[src/rtl/ps2_key_decoder_pkg.sv]
// ---------------------------------------------------------------------------
// ps2_key_decoder_pkg
//   Shared definitions for the PS/2 keyboard front end and the maze game
//   controller: the 3-bit move code, the PS/2 scan-code constants the decoder
//   cares about, and helpers that map a scan code to a move and a move to its
//   bit in the held mask.
// ---------------------------------------------------------------------------
package ps2_key_decoder_pkg;

  // Move code shared with the maze controller.
  typedef enum logic [2:0] {
    MV_NONE  = 3'd0,
    MV_LEFT  = 3'd1,
    MV_RIGHT = 3'd2,
    MV_UP    = 3'd3,
    MV_DOWN  = 3'd4
  } move_e;

  // Prefix bytes.
  localparam logic [7:0] SC_EXT = 8'hE0;
  localparam logic [7:0] SC_BRK = 8'hF0;

  // Plain (WASD) direction codes.
  localparam logic [7:0] SC_A = 8'h1C;
  localparam logic [7:0] SC_D = 8'h23;
  localparam logic [7:0] SC_W = 8'h1D;
  localparam logic [7:0] SC_S = 8'h1B;

  // Extended (arrow) direction codes, valid only after SC_EXT.
  localparam logic [7:0] SC_E_LEFT  = 8'h6B;
  localparam logic [7:0] SC_E_RIGHT = 8'h74;
  localparam logic [7:0] SC_E_UP    = 8'h75;
  localparam logic [7:0] SC_E_DOWN  = 8'h72;

  // Scan code to move; anything unmapped gives MV_NONE.
  function automatic move_e map_code(input logic ext, input logic [7:0] code);
    move_e mv;
    mv = MV_NONE;
    if (ext) begin
      case (code)
        SC_E_LEFT:  mv = MV_LEFT;
        SC_E_RIGHT: mv = MV_RIGHT;
        SC_E_UP:    mv = MV_UP;
        SC_E_DOWN:  mv = MV_DOWN;
        default:    mv = MV_NONE;
      endcase
    end else begin
      case (code)
        SC_A:    mv = MV_LEFT;
        SC_D:    mv = MV_RIGHT;
        SC_W:    mv = MV_UP;
        SC_S:    mv = MV_DOWN;
        default: mv = MV_NONE;
      endcase
    end
    return mv;
  endfunction

  // Move to its one-hot position in held = {down,up,right,left}.
  function automatic logic [3:0] held_mask(input move_e mv);
    logic [3:0] m;
    case (mv)
      MV_LEFT:  m = 4'b0001;
      MV_RIGHT: m = 4'b0010;
      MV_UP:    m = 4'b0100;
      MV_DOWN:  m = 4'b1000;
      default:  m = 4'b0000;
    endcase
    return m;
  endfunction

endpackage

[src/rtl/ps2_key_decoder_if.sv]
// ---------------------------------------------------------------------------
// ps2_key_decoder_if
//   Key mailbox link between the PS/2 decoder (master) and the maze game
//   controller (slave).
//     key        decoder -> ctrl  move code of the newest press
//     key_valid  decoder -> ctrl  mailbox full
//     key_ack    ctrl -> decoder  key consumed (honoured only while key_valid)
//     held       decoder -> ctrl  {down,up,right,left} physically-down mask
//     frame_err  decoder -> ctrl  one-cycle PS/2 framing error pulse
// ---------------------------------------------------------------------------
interface ps2_key_decoder_if;
  import ps2_key_decoder_pkg::*;

  move_e      key;
  logic       key_valid;
  logic       key_ack;
  logic [3:0] held;
  logic       frame_err;

  modport master (
    output key, key_valid, held, frame_err,
    input  key_ack
  );

  modport slave (
    input  key, key_valid, held, frame_err,
    output key_ack
  );

endinterface

[src/rtl/ps2_key_decoder_ps2_rx.sv]
// ---------------------------------------------------------------------------
// ps2_key_decoder_ps2_rx
//   PS/2 byte receiver: two-flop synchronisers on the raw pins, falling-edge
//   detect on the PS/2 clock, 11-bit frame FSM (start, 8 data LSB first, odd
//   parity, stop) and an inactivity timeout that aborts partial frames.
//   Ports:
//     clk, reset      system clock, synchronous active-high reset
//     ps2_clk_i       raw PS/2 clock pin (asynchronous)
//     ps2_dat_i       raw PS/2 data pin (asynchronous)
//     rx_byte_o       last received byte, valid with rx_strobe_o
//     rx_strobe_o     one-cycle pulse for a good frame
//     frame_err_o     one-cycle pulse on parity, stop-bit or timeout error
// ---------------------------------------------------------------------------
module ps2_key_decoder_ps2_rx #(
  parameter int TIMEOUT_CYC = 100000
) (
  input  logic       clk,
  input  logic       reset,
  input  logic       ps2_clk_i,
  input  logic       ps2_dat_i,
  output logic [7:0] rx_byte_o,
  output logic       rx_strobe_o,
  output logic       frame_err_o
);

  localparam int                 CNT_W    = $clog2(TIMEOUT_CYC);
  localparam logic [CNT_W-1:0]   CNT_LAST = CNT_W'(TIMEOUT_CYC - 1);

  localparam logic [1:0] ST_IDLE   = 2'd0;
  localparam logic [1:0] ST_DATA   = 2'd1;
  localparam logic [1:0] ST_PARITY = 2'd2;
  localparam logic [1:0] ST_STOP   = 2'd3;

  logic clk_meta_q, clk_sync_q, clk_prev_q;
  logic dat_meta_q, dat_sync_q;

  logic [1:0]       state_q,  state_d;
  logic [2:0]       bit_cnt_q, bit_cnt_d;
  logic [7:0]       shift_q,  shift_d;
  logic             parity_q, parity_d;
  logic [CNT_W-1:0] cnt_q,    cnt_d;
  logic             strobe_q, strobe_d;
  logic             err_q,    err_d;

  logic fe;
  assign fe = clk_prev_q & ~clk_sync_q;

  // NOTE: every always_comb target is defaulted first so no latch is inferred.
  always_comb begin
    state_d   = state_q;
    bit_cnt_d = bit_cnt_q;
    shift_d   = shift_q;
    parity_d  = parity_q;
    strobe_d  = 1'b0;
    err_d     = 1'b0;
    cnt_d     = (state_q == ST_IDLE || fe) ? '0 : cnt_q + CNT_W'(1);

    if (state_q != ST_IDLE && !fe && cnt_q == CNT_LAST) begin
      // Device stopped clocking mid-frame: drop the partial byte.
      state_d = ST_IDLE;
      err_d   = 1'b1;
    end else if (fe) begin
      case (state_q)
        ST_IDLE: begin
          if (!dat_sync_q) begin
            state_d   = ST_DATA;
            bit_cnt_d = 3'd0;
          end
        end
        ST_DATA: begin
          shift_d   = {dat_sync_q, shift_q[7:1]};
          bit_cnt_d = bit_cnt_q + 3'd1;
          if (bit_cnt_q == 3'd7) state_d = ST_PARITY;
        end
        ST_PARITY: begin
          parity_d = dat_sync_q;
          state_d  = ST_STOP;
        end
        default: begin
          state_d = ST_IDLE;
          if (dat_sync_q && (^{shift_q, parity_q})) strobe_d = 1'b1;
          else                                      err_d    = 1'b1;
        end
      endcase
    end
  end

  // NOTE: sequential state uses non-blocking assignments only.
  always_ff @(posedge clk) begin
    if (reset) begin
      clk_meta_q <= 1'b1;
      clk_sync_q <= 1'b1;
      clk_prev_q <= 1'b1;
      dat_meta_q <= 1'b1;
      dat_sync_q <= 1'b1;
      state_q    <= ST_IDLE;
      bit_cnt_q  <= 3'd0;
      shift_q    <= 8'h00;
      parity_q   <= 1'b0;
      cnt_q      <= '0;
      strobe_q   <= 1'b0;
      err_q      <= 1'b0;
    end else begin
      clk_meta_q <= ps2_clk_i;
      clk_sync_q <= clk_meta_q;
      clk_prev_q <= clk_sync_q;
      dat_meta_q <= ps2_dat_i;
      dat_sync_q <= dat_meta_q;
      state_q    <= state_d;
      bit_cnt_q  <= bit_cnt_d;
      shift_q    <= shift_d;
      parity_q   <= parity_d;
      cnt_q      <= cnt_d;
      strobe_q   <= strobe_d;
      err_q      <= err_d;
    end
  end

  // The shift register is idle for many cycles after the stop bit, so the
  // byte is stable while the strobe is high.
  assign rx_byte_o   = shift_q;
  assign rx_strobe_o = strobe_q;
  assign frame_err_o = err_q;

endmodule

[src/rtl/ps2_key_decoder.sv]
// ---------------------------------------------------------------------------
// ps2_key_decoder
//   PS/2 keyboard front end for the maze game controller. Decodes arrow keys
//   and WASD into the shared move code, holds the newest press in a one-deep
//   mailbox until acknowledged, tracks which directions are held down and
//   forwards framing errors.
//   Ports:
//     clk, reset   system clock, synchronous active-high reset
//     ps2_clk      raw PS/2 clock pin (asynchronous)
//     ps2_dat      raw PS/2 data pin (asynchronous)
//     kbd          mailbox link (key, key_valid, key_ack, held, frame_err)
// ---------------------------------------------------------------------------
module ps2_key_decoder
  import ps2_key_decoder_pkg::*;
#(
  parameter int TIMEOUT_CYC = 100000
) (
  input  logic                  clk,
  input  logic                  reset,
  input  logic                  ps2_clk,
  input  logic                  ps2_dat,
  ps2_key_decoder_if.master     kbd
);

  logic [7:0] rx_byte;
  logic       rx_strobe;
  logic       rx_err;

  ps2_key_decoder_ps2_rx #(.TIMEOUT_CYC(TIMEOUT_CYC)) u_rx (
    .clk         (clk),
    .reset       (reset),
    .ps2_clk_i   (ps2_clk),
    .ps2_dat_i   (ps2_dat),
    .rx_byte_o   (rx_byte),
    .rx_strobe_o (rx_strobe),
    .frame_err_o (rx_err)
  );

  logic       ext_q,   ext_d;
  logic       brk_q,   brk_d;
  logic [3:0] held_q,  held_d;
  move_e      key_q,   key_d;
  logic       valid_q, valid_d;
  move_e      code_mv;

  assign code_mv = map_code(ext_q, rx_byte);

  always_comb begin
    ext_d   = ext_q;
    brk_d   = brk_q;
    held_d  = held_q;
    key_d   = key_q;
    valid_d = valid_q;

    if (valid_q && kbd.key_ack) begin
      valid_d = 1'b0;
      key_d   = MV_NONE;
    end

    // Evaluated after the ack so a simultaneous make refills the mailbox.
    if (rx_strobe) begin
      if (rx_byte == SC_EXT) begin
        ext_d = 1'b1;
      end else if (rx_byte == SC_BRK) begin
        brk_d = 1'b1;
      end else begin
        ext_d = 1'b0;
        brk_d = 1'b0;
        if (code_mv != MV_NONE) begin
          if (brk_q) begin
            held_d = held_q & ~held_mask(code_mv);
          end else begin
            held_d  = held_q | held_mask(code_mv);
            key_d   = code_mv;
            valid_d = 1'b1;
          end
        end
      end
    end
  end

  always_ff @(posedge clk) begin
    if (reset) begin
      ext_q   <= 1'b0;
      brk_q   <= 1'b0;
      held_q  <= 4'b0000;
      key_q   <= MV_NONE;
      valid_q <= 1'b0;
    end else begin
      ext_q   <= ext_d;
      brk_q   <= brk_d;
      held_q  <= held_d;
      key_q   <= key_d;
      valid_q <= valid_d;
    end
  end

  assign kbd.key       = key_q;
  assign kbd.key_valid = valid_q;
  assign kbd.held      = held_q;
  assign kbd.frame_err = rx_err;

endmodule
[src/flat_wrapper.sv]
// flat-port wrapper written by rule: the top's interface ports become plain ports
module ps2_key_decoder_flat import ps2_key_decoder_pkg::*;
#(
  parameter int TIMEOUT_CYC = 100000
)
  (clk, reset, ps2_clk, ps2_dat, kbd_key, kbd_key_valid, kbd_held, kbd_frame_err, kbd_key_ack);
  ps2_key_decoder_if kbd_i ();
  input  logic clk;
  input  logic reset;
  input  logic ps2_clk;
  input  logic ps2_dat;
  output wire logic [$bits(kbd_i.key)-1:0] kbd_key;
  output wire logic [$bits(kbd_i.key_valid)-1:0] kbd_key_valid;
  output wire logic [$bits(kbd_i.held)-1:0] kbd_held;
  output wire logic [$bits(kbd_i.frame_err)-1:0] kbd_frame_err;
  input wire logic [$bits(kbd_i.key_ack)-1:0] kbd_key_ack;
  assign kbd_key = kbd_i.key;
  assign kbd_key_valid = kbd_i.key_valid;
  assign kbd_held = kbd_i.held;
  assign kbd_frame_err = kbd_i.frame_err;
  assign kbd_i.key_ack = kbd_key_ack;
  ps2_key_decoder #(.TIMEOUT_CYC(TIMEOUT_CYC)) u_core (.clk(clk), .reset(reset), .ps2_clk(ps2_clk), .ps2_dat(ps2_dat), .kbd(kbd_i));
endmodule
[config.mk]
export PLATFORM = sky130hd
export DESIGN_NAME = ps2_key_decoder_flat
export DESIGN_NICKNAME = d
export VERILOG_FILES = /design/src/rtl/ps2_key_decoder_pkg.sv /design/src/rtl/ps2_key_decoder_if.sv /design/src/rtl/ps2_key_decoder_ps2_rx.sv /design/src/rtl/ps2_key_decoder.sv /design/src/flat_wrapper.sv
export SDC_FILE = /design/constraint.sdc
export NUM_CORES = 1
export LEC_CHECK = 0
export ABC_CLOCK_PERIOD_IN_PS = 4900
export BUFFER_PORTS_ARGS = -buffer_cell sky130_fd_sc_hd__buf_2
export CAP_MARGIN = 20
export CORE_MARGIN = 10
export CORE_UTILIZATION = 40
export DETAILED_ROUTE_END_ITERATION = 16
export PLACE_DENSITY = 0.63
export SLEW_MARGIN = 40
export SYNTH_ARGS = -nofsm -noshare
export SYNTH_HDL_FRONTEND = slang
export SYNTH_SLANG_ARGS = --single-unit
[constraint.sdc]
create_clock -name clk -period 4.9 [get_ports clk]
set_input_delay 0.98 -clock clk [delete_from_list [all_inputs] [get_ports clk]]
set_output_delay 0.98 -clock clk [all_outputs]
set_load 0.03 [all_outputs]
==> run metrics, run 1 <==
status=complete, no violations; worst r2r path cells=4; clock power share=0.382; final setup fails=0; vias in the first global route=1535; sequential share of the synthesized area=0.425; Overflow after GRT=0; I/O Buffers=13; Netlist cell types=46; Tcrit/Tclk final=0.402; Reg power frac=0.599; commonest cells after routing, fill and taps aside=48 x dfxtp_1, 21 x nand2_1, 20 x nand3_1, 20 x nor2_1, 17 x a21oi_1; drt wl/cell=12.5 µm; EDFF count, synth=0; RSZ-0062 raised after global routing=no; Fin. Hold Viols=0; GR Util met1=0.134; Max IR drop VDD=180 µV; clk slew on worst S/H paths=90 ps; CTS HTree Levels=2; clock sink count=48; layout cells sized above 1=0.147; Critical Path Max Stage Delay=500 ps; 1st-iter DRT viols=89; routability congestion estimate=0.798; postcts setup bufs=0; nets=269; drt pass-1 iters=4; met2 usage=0.140; busiest grt layer=met2; switching share of power=0.220; Worst EP required=5070 ps; post-cts resize count=0; skew final=5.26 ps; min Tclk post-route=1970 ps; initial antenna violation count=0; Site Rows=27; ANT nets after route=0; area delta synth->final=7.76%; Final Power=0.000655 W; Routed WL=4.13 mm; CP Buf/Inv Count=0; Worst EP arrival=2140 ps; HPWL after DPL=2.93 mm; PnR worst setup slack=2930 ps; Setup crit start kind=flip-flop; FF-to-FF setup slack=2930 ps; maximum fanout along the worst path=16; ant diodes=0; Total GRT Usage=0.0967; final hold slack=415 ps; # DRC=0; post-synth top area cell=dfxtp_1; Worst slew margin=0.530; register bit total from synthesis=48; Crit path max-delay family=compound AO/OA/AOI/OAI gates; commonest non-fill, non-tap cell in the layout=dfxtp_1; number of cells on the critical path=4; syn nets=265; initial core utilization=0.410; CTS tree=built; die footprint=9050 µm²; Leak=0.829 nW; Comb power frac=0.019; Max Buffers Root-to-Sink=2; DR vias=1735; FFs w/ async S/R, synth=0; Cells after Synth=253; post-route cell area=2430 µm²; predominant post-synthesis flop cell=dfxtp_1; worst skew pair latency=300 ps; Die H=95.1 µm; Power Density=269 nW/µm²; P_sw=0.000144 W; Synth Area per Inst=8.93 µm²; Worst setup EP type=flip-flop; chip width=95.1 µm; pre-CTS setup slack=2690 ps; Via density=5.26; Max-cap violations=0; dpl cell area=2340 µm²; Pint=0.000511 W; synthesized area=2260 µm²; critical path type=flip-flop to flip-flop; TNS Setup=0 ps; Yosys top cell area share=0.425; fillers=552; top post-synthesis cells by area=dfxtp_1 43%, xor2_1 5.0%, nand3_1 4.4%, ha_1 3.9%, a21oi_1 3.8%; number of synthesis warnings=0; Slowest cell on crit path=nor2b_2; first-pass GRT wire length=7.24 mm; Top-Level Pins=14; core box area=5510 µm²; Max Freq=508 MHz; hold crit path type=flip-flop to flip-flop; M3 GR Usage=0.0244; Inserted Clock Buffers=5; Worst Hold Path Cells=1; CP Cell Sequence=nor2b_2, a21boi_2, o21ai_0, a2111oi_0; Hold-fix buffers, CTS=0; largest net degree at the start of global routing=34; final-report max-slew violation count=0; CTS root buf=clkbuf_8; worst-margin pin slew=698 ps
[logic make-up (layout without fill, tap and decap cells)]
family                     after synthesis  in the layout  share of synthesized area
buffers and inverters                   23             28                     0.0465
AOI/OAI and AO/OA                       39             39                      0.120
muxes                                    3              3                     0.0133
xor gates and xnor gates                22             22                     0.0853
and+or+nand+nor                        111            111                      0.271
DFF                                     48             48                      0.425
adders and majority gates                7              7                     0.0388
[final cells by class]
type | instances | area, µm² | share of cell area
clock buffers | 6 | 82.6 | 0.0339
clock inverters | 2 | 13.8 | 0.00566
inverters | 7 | 26.3 | 0.0108
multi-input cells | 182 | 1190 | 0.491
flip-flops and latches | 48 | 961 | 0.395
well taps | 72 | 90.1 | 0.0370
repair buffers | 13 | 65.1 | 0.0267
[registers in the layout (all words and copies together) (netlist names), 2 cells and up, named ones only]
name / cells
u_core.u_rx.rx_byte_o: 8
u_core.u_rx.state_q: 2
u_core.u_rx.cnt_q: 17
u_core.u_rx.bit_cnt_q: 3
u_core.kbd.key: 3
[power by group through the flow]
stage          combinational, W  sequential (W)  clock [W]
2_1_floorplan        0.00000912        0.000402          0
3_3_place_gp          0.0000121        0.000402          0
3_5_place_dp          0.0000125        0.000402          0
4_1_cts               0.0000126        0.000393   0.000258
5_1_grt               0.0000137        0.000393   0.000273
6_report              0.0000123        0.000393   0.000251
[path summary, 6_finish.rpt]
kind                                          endpoint                    from
worst max register to register  u_core.u_rx.state_q[0]  u_core.u_rx.clk_prev_q
worst min register to register  u_core.u_rx.clk_sync_q  u_core.u_rx.clk_meta_q
worst min-delay path            u_core.u_rx.clk_sync_q  u_core.u_rx.clk_meta_q
worst max-delay path            u_core.u_rx.state_q[0]  u_core.u_rx.clk_prev_q
[stage by stage]
stage | std cells | utilization
CTS | 330 | 0.442
floorplan | 253 | -
global route | 330 | 0.442
finish | 330 | 0.442
detailed placement | 322 | 0.424
global placement | 322 | 0.424
[layer usage]
metal,wire (µm),vias to the layer above
li1,-,901
met1,2070,799
met2,1840,29
met3,153,6
met4,65,0
met5,0,-
[Yosys cell counts (all sizes together) (3+ instances only)]
library cell  count
nor2             20
or3               3
and4              3
inv               7
or2               7
nor2b             3
xor2             13
a21oi            17
o21ai             6
a32oi             3
clkbuf            9
buf               7
nor4b             6
nand3            20
dfxtp            48
xnor2             9
nand2            21
nor3             10
mux2i             3
ha                7
nand4             5
Note: power is estimated with default switching activity, not from simulation.
==> inputs of run 2 (changes only) <==
Settings changed: ABC_CLOCK_PERIOD_IN_PS 4900 to 1800, PLACE_DENSITY 0.63 to 0.66.
Clock period 4.9 ns to 1.8 ns, I/O delays scaled along.
==> run metrics, run 2 (synthesis results as in run 1) <==
CTS HTree Levels=2 (unchanged); clock sink count=48 (unchanged); Worst setup EP type=flip-flop; layout cells sized above 1=0.256 (+0.109); Power Density=767 nW/µm² (+180%); chip width=95.1 µm (unchanged); Setup crit start kind=flip-flop; Final Util=0.484 (+0.0425); Fin. Hold Viols=0 (unchanged); initial core utilization=0.410 (unchanged); nets=288 (+7.1%); worst skew pair latency=310 ps (about the same); Cell Count, Final, Fillers Out=349 (+5.8%); final setup fails=0 (unchanged); core box area=5510 µm² (unchanged); drt pass-1 iters=4 (unchanged); # DRC=0 (unchanged); ant diodes=0 (unchanged); hold crit path type=input pin to flip-flop; Overflow after GRT=0 (unchanged); Max Freq=582 MHz (+15%); commonest non-fill, non-tap cell in the layout=dfxtp_1; DR vias=1850 (+6.6%); Max Buffers Root-to-Sink=2 (unchanged); Routed WL=4.54 mm (+9.8%); Worst EP required=2040 ps (-3030 ps); Biggest register=u_core.u_rx.cnt_q; drt wl/cell=13.0 µm (+3.8%); Worst slew margin=0.684 (+0.154); area delta synth->final=18.1%; critical path type=flip-flop to flip-flop; largest net degree at the start of global routing=22 (-35%); busiest grt layer=met2; commonest cells after routing, fill and taps aside=42 x dfxtp_1, 21 x nand2_1, 20 x nand3_1, 20 x nor2_1, 19 x buf_4; min Tclk post-route=1720 ps (-250 ps); final-report max-slew violation count=0 (unchanged); CTS root buf=clkbuf_8; P_sw=0.000404 W (+180%); ANT nets after route=0 (unchanged); Via density=5.30 (+0.82%); max FFs per register=17 (unchanged); Top-Level Pins=14 (unchanged); skew final=10.8 ps (+5.58 ps); maximum fanout along the worst path=7 (-9); initial antenna violation count=0 (unchanged); first-pass GRT wire length=7.66 mm (+5.8%); clk slew on worst S/H paths=90 ps (about the same); Reg power frac=0.523 (-0.076); HPWL after DPL=3.18 mm (+8.5%); Pint=0.00164 W (+220%); Cells after DPL=339 (+5.3%); Final Power=0.00205 W (+210%); Worst EP arrival=1960 ps (-180 ps); status=complete, no violations; switching share of power=0.198 (-0.0222); Hold-fix buffers, CTS=0 (unchanged); FF-to-FF setup slack=80 ps (-2850 ps); Max IR drop VDD=541 µV (+200%); CTS tree=built; I/O Buffers=13 (unchanged); Leak=0.952 nW (+15%); routability congestion estimate=0.764 (-4.3%); worst-margin pin slew=469 ps (-229 ps); clock power share=0.457 (+0.075); GR Util met1=0.133 (-0.000214); Tcrit/Tclk final=0.954 (+0.553); die footprint=9050 µm² (unchanged); dpl cell area=2460 µm² (+5.4%); Site Rows=27 (unchanged); met2 usage=0.158 (+0.0176); Comb power frac=0.020 (about the same); Inserted Clock Buffers=5 (unchanged); vias in the first global route=1681 (+9.5%); 1st-iter DRT viols=61 (-31%); Max-cap violations=0 (unchanged); final hold slack=234 ps (-182 ps); Die H=95.1 µm (unchanged); post-route cell area=2670 µm² (+9.6%); M3 GR Usage=0.0322 (+0.00786); Total GRT Usage=0.102 (+0.00507)
[run 2: path summary, 6_finish.rpt]
| kind | end | startpoint | depth (start not counted) |
|---|---|---|---|
| max | flip-flop | u_core.u_rx.rx_byte_o[6] | 5 |
| min | u_core.u_rx.dat_meta_q | ps2_dat | 2 |
| max reg2reg | flip-flop | u_core.u_rx.rx_byte_o[6] | 5 |
| min reg2reg | u_core.u_rx.dat_sync_q | u_core.u_rx.dat_meta_q | 1 |
[run 2: power by group through the flow]
| stage | registers, W | logic, W | clock network [W] |
|---|---|---|---|
| global placement | 0.00109 | 0.0000399 | 0 |
| detailed placement | 0.00109 | 0.0000404 | 0 |
| finish | 0.00107 | 0.0000418 | 0.000935 |
| global route | 0.00107 | 0.0000465 | 0.00100 |
| floorplan | 0.00109 | 0.0000248 | 0 |
| CTS | 0.00107 | 0.0000404 | 0.000958 |
[run 2: final cells by class]
class	instances	area (µm²)
clock buffer	5	68.8
fill	515	2840
multi-input combinational	182	1240
tap	72	90.1
sequential	48	968
inverter	7	26.3
clock inverter	3	68.8
timing repair buffer	32	208
[run 2: worst max-delay path, cell delays in order (launching register included)]
cell	delay [ps]
dfxtp_2	380
nor4b_4	340
and2_1	190
o21ai_2	100
or4_4	530
a21oi_2	110
[run 2: repair_timing]
action / 4_1_cts / 5_1_grt
endpoints found under the setup margin: 0 / 17
gates resized for setup: 0 / 19
setup buffers: 0 / 2
[run 2: stage by stage]
| step | setup WS (ps) | TNS [ps] |
|---|---|---|
| finish | 82.3 | 0 |
| global route | -18.7 | -18.7 |
| CTS | 22.0 | 0 |
| detailed placement | 56.1 | 0 |
| global placement | 91.3 | 0 |
| floorplan | 159 | 0 |
[run 2: layer usage]
layer / vias to the layer above / routed length, µm / part of all wire
li1: 934 / - / -
met1: 896 / 2140 / 0.47
met2: 15 / 2210 / 0.49
met3: 5 / 139 / 0.031
met4: 0 / 43 / 0.0095
met5: - / 0 / 0
==> inputs of run 3 (changes only) <==
Settings changed: CORE_ASPECT_RATIO set to 0.75.
==> run metrics, run 3 (synthesis results as in run 1) <==
status=complete, no violations; layout cells sized above 1=0.248 (-0.00812); drt pass-1 iters=4 (unchanged); Worst EP arrival=1930 ps (-30 ps); Setup crit start kind=flip-flop; hold crit path type=input pin to flip-flop; Die H=85.1 µm (-11%); first-pass GRT wire length=7.76 mm (+1.3%); commonest cells after routing, fill and taps aside=43 x dfxtp_1, 21 x nand2_1, 20 x nand3_1, 20 x nor2_1, 20 x buf_4; commonest non-fill, non-tap cell in the layout=dfxtp_1; PnR worst setup slack=77.4 ps (-4.89 ps); Max-cap violations=0 (unchanged); footprint of the multi-input gates=1230 µm² (-0.61%); Power Density=723 nW/µm² (-5.7%); maximum fanout along the worst path=6 (-1); largest net degree at the start of global routing=20 (-9.1%); ANT nets after route=0 (unchanged); met2 usage=0.139 (-0.0187); Final Util=0.489 (+0.00493); Hold-fix buffers, CTS=0 (unchanged); 1st-iter DRT viols=129 (+110%); die footprint=9080 µm² (+0.35%); Worst slew margin=0.766 (+0.0827); post-route cell area=2650 µm² (-0.75%); FF-to-FF setup slack=80 ps (about the same); Site Rows=23 (-15%); Routed WL=4.53 mm (-0.20%); initial core utilization=0.417 (+0.00730); core box area=5410 µm² (-1.7%); Worst EP required=2010 ps (-30 ps); Inserted Clock Buffers=5 (unchanged); busiest grt layer=met1; routability congestion estimate=0.836 (+9.5%); # DRC=0 (unchanged); CTS HTree Levels=2 (unchanged); final setup fails=0 (unchanged); Worst setup EP type=flip-flop; initial antenna violation count=0 (unchanged); dpl cell area=2470 µm² (+0.46%); worst-margin pin slew=348 ps (-121 ps); max FFs per register=17 (unchanged); clock sink count=48 (unchanged); Biggest register=u_core.u_rx.cnt_q; DR vias=1800 (-2.7%); Overflow after GRT=0 (unchanged); area delta synth->final=17.2%; Max IR drop VDD=482 µV (-11%); M3 GR Usage=0.0242 (-0.00804); Fin. Hold Viols=0 (unchanged); clk slew on worst S/H paths=100 ps (about the same); Max Buffers Root-to-Sink=2 (unchanged); critical path type=flip-flop to flip-flop; HPWL after DPL=3.19 mm (+0.18%); pre-CTS setup slack=-16.9 ps (-73.1 ps); I/O Buffers=13 (unchanged); drt wl/cell=12.8 µm (-1.3%); Leak=0.940 nW (-1.2%); Register Area=967 µm² (-0.13%); Top-Level Pins=14 (unchanged); GR Util met1=0.141 (+0.00770); final hold slack=227 ps (-6.60 ps); nets=289 (+0.35%); Via density=5.10 (-3.8%); chip width=107 µm (+12%); CTS tree=built; vias in the first global route=1655 (-1.5%); worst skew pair latency=300 ps (about the same); Total GRT Usage=0.101 (-0.000714); min Tclk post-route=1720 ps (+4.89 ps); CTS root buf=clkbuf_8; ant diodes=0 (unchanged); skew final=7.41 ps (-3.43 ps); Max Freq=581 MHz (-0.28%); fillers=523 (+1.6%); Tcrit/Tclk final=0.957 (+0.00272); final-report max-slew violation count=0 (unchanged)
-- run 3: metal layers --
metal  routed length [µm]  part of all wire
met5                    0                 0
met2                 1830              0.40
met3                  144             0.032
met4                   78             0.017
met1                 2470              0.55
-- run 3: path summary, 6_finish.rpt --
check / start / end / depth (start not counted)
max: u_core.u_rx.rx_byte_o[2] / u_core.kbd.key_valid / 5
max reg2reg: u_core.u_rx.rx_byte_o[2] / u_core.kbd.key_valid / 5
min reg2reg: u_core.u_rx.dat_meta_q / u_core.u_rx.dat_sync_q / 1
min: ps2_dat / u_core.u_rx.dat_meta_q / 2
-- run 3: layout make-up --
class                      count  share of cell area
sequential                    48               0.365
inverter                       7             0.00992
multi-input combinational    182               0.465
clock inverter                 3              0.0175
tap                           75              0.0354
clock buffer                   5              0.0260
timing repair buffer          33              0.0813
-- run 3: what timing repair did --
action | 4_1_cts | 5_1_grt
gates resized for setup | 1 | 16
setup endpoints to repair | 1 | 9
pin swaps | 0 | 4
setup buffers | 0 | 2
-- run 3: power by group --
part / switching, W / total (W) / internal [W] / leakage [nW]
clock: 0.000385 / 0.000804 / 0.000419 / 0.0548
sequential: 0.00000346 / 0.00107 / 0.00107 / 0.390
combinational: 0.0000246 / 0.0000400 / 0.0000154 / 0.495
-- run 3: critical path, stage by stage (launching register included) --
cell and delay [ps]:
dfxtp_1 400, and4bb_2 270, a32oi_1 230, a2bb2oi_2 320
a31oi_2 180, o21ba_2 230
-- run 3: through the flow --
step	setup TNS, ps	cells	total power (W)
floorplan	0	253	0.00112
global placement	0	343	0.00113
detailed placement	-16.9	343	0.00113
CTS	0	351	0.00193
global route	-38.7	353	0.00197
finish	0	353	0.00191
